<file path="src/rtl/uart_tx_feeder.sv">
// Byte FIFO in front of the UART TX controller: launches one queued word per
// frame with a single-cycle strobe and watches tx_busy_i to pace the next launch.
module uart_tx_feeder #(
  parameter int DATA_WIDTH   = 8,
  parameter int DEPTH        = 8,
  parameter int ADDR_WIDTH   = 3,
  parameter int BUSY_TIMEOUT = 4
) (
  input  logic                  clk,
  input  logic                  rst,
  input  logic                  wr_en_i,
  input  logic [DATA_WIDTH-1:0] wr_data_i,
  output logic                  full_o,
  output logic                  empty_o,
  output logic [ADDR_WIDTH:0]   count_o,
  output logic                  overflow_o,
  input  logic                  tx_busy_i,
  output logic                  tx_data_valid_o,
  output logic [DATA_WIDTH-1:0] tx_p_data_o,
  output logic                  timeout_err_o
);

  localparam int TW = $clog2(BUSY_TIMEOUT);

  typedef enum logic [1:0] {
    ST_IDLE      = 2'd0,
    ST_WAIT_BUSY = 2'd1,
    ST_WAIT_DONE = 2'd2
  } state_e;

  logic [DATA_WIDTH-1:0] mem_q [DEPTH];
  logic [ADDR_WIDTH-1:0] wr_ptr_q, wr_ptr_d;
  logic [ADDR_WIDTH-1:0] rd_ptr_q, rd_ptr_d;
  logic [ADDR_WIDTH:0]   count_q, count_d;
  logic                  full_q, empty_q, overflow_q;
  state_e                state_q;
  logic [TW-1:0]         tmo_cnt_q;
  logic                  tx_valid_q, timeout_q;
  logic [DATA_WIDTH-1:0] tx_data_q;
  logic                  wr_accept_s, launch_s;

  // Accept/pop decisions and next pointer/occupancy values; a pop never frees
  // room for a write that arrives while full.
  always_comb begin
    wr_accept_s = wr_en_i && !full_q;
    launch_s    = (state_q == ST_IDLE) && !empty_q && !tx_busy_i;
    wr_ptr_d    = wr_accept_s ? wr_ptr_q + ADDR_WIDTH'(1) : wr_ptr_q;
    rd_ptr_d    = launch_s    ? rd_ptr_q + ADDR_WIDTH'(1) : rd_ptr_q;
    case ({wr_accept_s, launch_s})
      2'b10:   count_d = count_q + (ADDR_WIDTH+1)'(1);
      2'b01:   count_d = count_q - (ADDR_WIDTH+1)'(1);
      default: count_d = count_q;
    endcase
  end

  // FIFO pointers, occupancy and the registered status flags.
  always_ff @(posedge clk or negedge rst) begin
    if (!rst) begin
      wr_ptr_q   <= '0;
      rd_ptr_q   <= '0;
      count_q    <= '0;
      full_q     <= 1'b0;
      empty_q    <= 1'b1;
      overflow_q <= 1'b0;
    end else begin
      wr_ptr_q   <= wr_ptr_d;
      rd_ptr_q   <= rd_ptr_d;
      count_q    <= count_d;
      full_q     <= (count_d == (ADDR_WIDTH+1)'(DEPTH));
      empty_q    <= (count_d == '0);
      overflow_q <= wr_en_i && full_q;
    end
  end

  // Storage array; contents survive reset but are unreachable once pointers clear.
  always_ff @(posedge clk) begin
    if (wr_accept_s) begin
      mem_q[wr_ptr_q] <= wr_data_i;
    end
  end

  // Dispatch FSM: launch strobe, wait for busy to rise (with timeout), then fall.
  always_ff @(posedge clk or negedge rst) begin
    if (!rst) begin
      state_q    <= ST_IDLE;
      tmo_cnt_q  <= '0;
      tx_valid_q <= 1'b0;
      tx_data_q  <= '0;
      timeout_q  <= 1'b0;
    end else begin
      tx_valid_q <= 1'b0;
      timeout_q  <= 1'b0;
      case (state_q)
        ST_IDLE: begin
          if (launch_s) begin
            tx_data_q  <= mem_q[rd_ptr_q];
            tx_valid_q <= 1'b1;
            tmo_cnt_q  <= '0;
            state_q    <= ST_WAIT_BUSY;
          end else begin
            state_q <= ST_IDLE;
          end
        end
        ST_WAIT_BUSY: begin
          if (tx_busy_i) begin
            state_q <= ST_WAIT_DONE;
          end else if (tmo_cnt_q == TW'(BUSY_TIMEOUT - 1)) begin
            timeout_q <= 1'b1;
            state_q   <= ST_IDLE;
          end else begin
            tmo_cnt_q <= tmo_cnt_q + TW'(1);
          end
        end
        ST_WAIT_DONE: begin
          if (!tx_busy_i) begin
            state_q <= ST_IDLE;
          end else begin
            state_q <= ST_WAIT_DONE;
          end
        end
        default: state_q <= ST_IDLE;
      endcase
    end
  end

  assign full_o          = full_q;
  assign empty_o         = empty_q;
  assign count_o         = count_q;
  assign overflow_o      = overflow_q;
  assign tx_data_valid_o = tx_valid_q;
  assign tx_p_data_o     = tx_data_q;
  assign timeout_err_o   = timeout_q;

endmodule

</file>
<file path="config.mk">
export PLATFORM = sky130hd
export DESIGN_NAME = uart_tx_feeder
export DESIGN_NICKNAME = d
export VERILOG_FILES = /design/src/rtl/uart_tx_feeder.sv
export SDC_FILE = /design/constraint.sdc
export NUM_CORES = 1
export LEC_CHECK = 0
export ABC_AREA = 1
export BUFFER_PORTS_ARGS = -buffer_cell sky130_fd_sc_hd__buf_2
export CORE_UTILIZATION = 26
export CTS_BUF_LIST = sky130_fd_sc_hd__clkbuf_8
export CTS_CLUSTER_SIZE = 10
export DETAILED_ROUTE_END_ITERATION = 10
export GPL_TIMING_DRIVEN = 1
export SYNTH_ARGS = -nofsm -noshare
export SYNTH_HDL_FRONTEND = slang
export SYNTH_SLANG_ARGS = --single-unit
</file>
<file path="constraint.sdc">
create_clock -name clk -period 2.5 [get_ports clk]
set_input_delay 0.5 -clock clk [delete_from_list [all_inputs] [get_ports clk]]
set_output_delay 0.5 -clock clk [all_outputs]
set_load 0.01 [all_outputs]
</file>
==> run_results.csv <==
group,metric,value,unit
setup_path,critPathLaunch,"state_q[0]$_DFFE_PN0P_",
sta,tns,0,ns
setup_path,startpoint_type,"flip-flop",
setup_path,crit_slowest_cell,"dfrtp_1",
layout,antenna_cells,0,
placed_design,dp_hpwl,5040,µm
sta,min_period_over_period,0.896,
floorplan,initial_core_util,0.271,
detailed_routing,wl_per_cell,14.5,µm
synthesis,yosysUniqueCellTypes,28,
synthesis,synth_top_area_frac,0.502,
setup_path,crit_path_frequent_cell,"inv_1",
layout,drive_gt1_frac,0.185,
clock_network,clk_latency,0.37,ns
floorplan,rows,43,
setup_path,required,2.75,ns
clock_network,clock_sinks,91,
synthesis,synth_area_leaders,"edfxtp_1 50%, dfrtp_1 17%, nor2_1 6.0%",
setup_path,path_buf_inv,4,
setup_path,path_delay_family,"adder cells",
layout,nets,389,
global_routing,grt_pass1_vias,2554,
floorplan,die_y,123,µm
synthesis,syn_area,3830,µm²
floorplan,dieWidth,123,µm
setup_path,endpoint_kind,"flip-flop",
global_routing,gr-usage-met2,0.200,
power_and_ir_drop,p_switching,1.95,mW
global_routing,met3_usage,0.0268,
synthesis,avgSynthCellArea,11.6,µm²
clock_network,clock_path_buffers,2,
power_and_ir_drop,p_clk_frac,0.183,
power_and_ir_drop,p_int,2.99,mW
global_routing,grt_util_met1,0.137,
power_and_ir_drop,seqPwrFrac,0.436,
detailed_routing,vias,2436,
sta,slew_headroom,0.542,
sta,worstMarginPinSlew,0.687,ns
status,status,"completed",
setup_path,arrival,2.49,ns
synthesis,syn-instance-count,329,
detailed_routing,firstDrtPassIters,4,
synthesis,ys.flop_type,"edfxtp_1",
synthesis,synthTopCellsByCount,"64 x edfxtp_1, 61 x nor2_1, 45 x nand2_1, 39 x o21ai_0, 26 x dfrtp_1",
global_routing,antenna_found_initial,0,
layout,post-route-util,0.311,
synthesis,synth_warnings,0,
clock_network,htree_levels,3,
synthesis,ys_seq_area_frac,0.679,
sta,slew_violations,0,
global_routing,grt_pass1_wl,12800,µm
floorplan,dieArea,15200,µm²
run,cap_violations,0,
layout,fill_cells,1434,
power_and_ir_drop,irDropWorstVdd,298,µV
detailed_routing,drt-total-wl,8030,µm
setup_path,crit_chain,"inv_1 > ha_1 > inv_1 > nor3_4 > ha_2 > nand2_1 > inv_1 > nor2_2 > ha_1 > a21oi_1 > inv_1 > nand2_1 > nand3_1 > o211ai_1 > nor2_1",
synthesis,syn_nets,350,
synthesis,synth_edf_count,64,
synthesis,yosysMostFrequentCell,"edfxtp_1",
clock_network,cts_root_buffer,"clkbuf_8",
placed_design,gp_congestion,0.759,
clock_network,clk_transition_reported_paths,0.09,ns
clock_network,cts_tree,"done",
clock_network,cts_buffers,9,
setup_path,critPathKind,"flip-flop to flip-flop",
placed_design,io_buffers,28,
power_and_ir_drop,combPwrFrac,0.381,
sta,setup_viol,0,
synthesis,yosys.area.top_type,"edfxtp_1",
sta,worst_clock_skew,0.0106,ns
detailed_routing,postRouteAntennaNets,0,
sta,fmax,0.447,GHz
layout,areaGrowthSynthToFinish,14.5,%
detailed_routing,drc,0,
setup_path,worstReg2RegStart,"state_q[0]$_DFFE_PN0P_",
floorplan,coreArea,14100,µm²
setup_path,cp_slowest_stage_delay,0.41,ns
global_routing,top_usage_layer,"met2",
detailed_routing,via_per_inst,4.41,
sta,min_period,2.24,ns
detailed_routing,drt_iter0_markers,199,
hold_path,min_path_type,"input pin to async pin",
global_routing,grt.total_usage,0.116,
power_and_ir_drop,powerDensity,1130,nW/µm²
sta,final_hold_viol_count,0,
synthesis,ys_seq_elements,91,
setup_path,path_max_fanout,4,
global_routing,grt_max_degree,35,
global_routing,grt_overflow,0,
sta,rsz0062_at_grt,"false",
synthesis,ys_async_sr_fraction,0.297,
power_and_ir_drop,p_sw_frac,0.395,
power_and_ir_drop,p_leak,1.71,nW
floorplan,io_pins,29,
power groups by stage:
stage                     registers (mW)  clock network [mW]  logic (mW)
final                               2.15               0.905        1.88
after global routing                2.19               0.980        2.14
after CTS                           2.15               0.935        1.89
after detailed placement            2.18                   0        1.88
after global placement              2.17                   0        1.82
after floorplan                     2.18                   0        1.34
layer usage:
metal / part of all wire / routed length [µm] / vias to the layer above
met5: 0 / 0 / -
met1: 0.43 / 3490 / 1169
li1: - / - / 1207
met2: 0.51 / 4060 / 51
met3: 0.043 / 343 / 9
met4: 0.017 / 140 / 0
logic make-up after synthesis:
kind of cell,share of synthesized area
xor+xnor,0.0114
buf+inv,0.0438
mux,0.00262
fa+ha+maj,0.0294
flops,0.679
compound gates,0.0893
simple gates,0.144
final cells by class:
class	instances	area (µm²)	area share
multi-input combinational	205	1070	0.245
clock inverter	7	50.0	0.0114
clock buffer	9	124	0.0283
inverter	21	78.8	0.0180
tap	180	225	0.0514
timing repair buffer	40	230	0.0526
sequential	91	2600	0.593
flip-flops by register name, summed over array words and instances (netlist names):
name / count
timeout_err_o: 1
overflow_o: 1
tmo_cnt_q: 2
state_q: 2
tx_data_valid_o: 1
full_o: 1
count_o: 4
empty_o: 1
tx_p_data_o: 8
mem_q: 64
rd_ptr_q: 3
wr_ptr_q: 3
worst paths after layout:
| kind | endpoint | slack, ns | depth (start not counted) |
|---|---|---|---|
| worst min register to register | tx_p_data_o[5]$_DFFE_PN0P_ | 0.48 | 2 |
| max in group asynchronous | tx_p_data_o[1]$_DFFE_PN0P_ | 1.89 | 1 |
| worst max-delay path | full_o$_DFF_PN0_ | 0.26 | 15 |
| worst max register to register | full_o$_DFF_PN0_ | 0.26 | 15 |
| worst min-delay path | overflow_o$_DFF_PN0_ | 0.16 | 1 |
| min in group clk | overflow_o$_DFF_PN0_ | 0.33 | 3 |
stage by stage:
step	total power [mW]	hold WS, ns	std cells	cell area [µm²]	setup slack, ns
2_1_floorplan	3.52	0.204	329	3830	0.470
3_3_place_gp	3.99	0.462	537	4190	0.268
6_report	4.94	0.164	553	4380	0.261
5_1_grt	5.32	0.208	553	4380	0.0361
4_1_cts	4.98	0.186	553	4370	0.115
3_5_place_dp	4.07	0.464	537	4190	0.122
repair_timing:
item                                    in CTS  in global routing
hold buffers                                 0                  0
endpoints found under the setup margin       0                  2
gates resized for setup                      0                  3
setup buffers                                0                  0
placed cells by master, fill, tap and decap left out, types with 12 or more instances in the layout:
cell and count:
edfxtp_1 64, o21ai_0 39, dfrtp_1 26, nand3_1 16, buf_4 12, nor2_1 61, buf_2 28, o211ai_1 17
inv_1 18, nand2_1 45
Power figures use the tool's default switching activity.
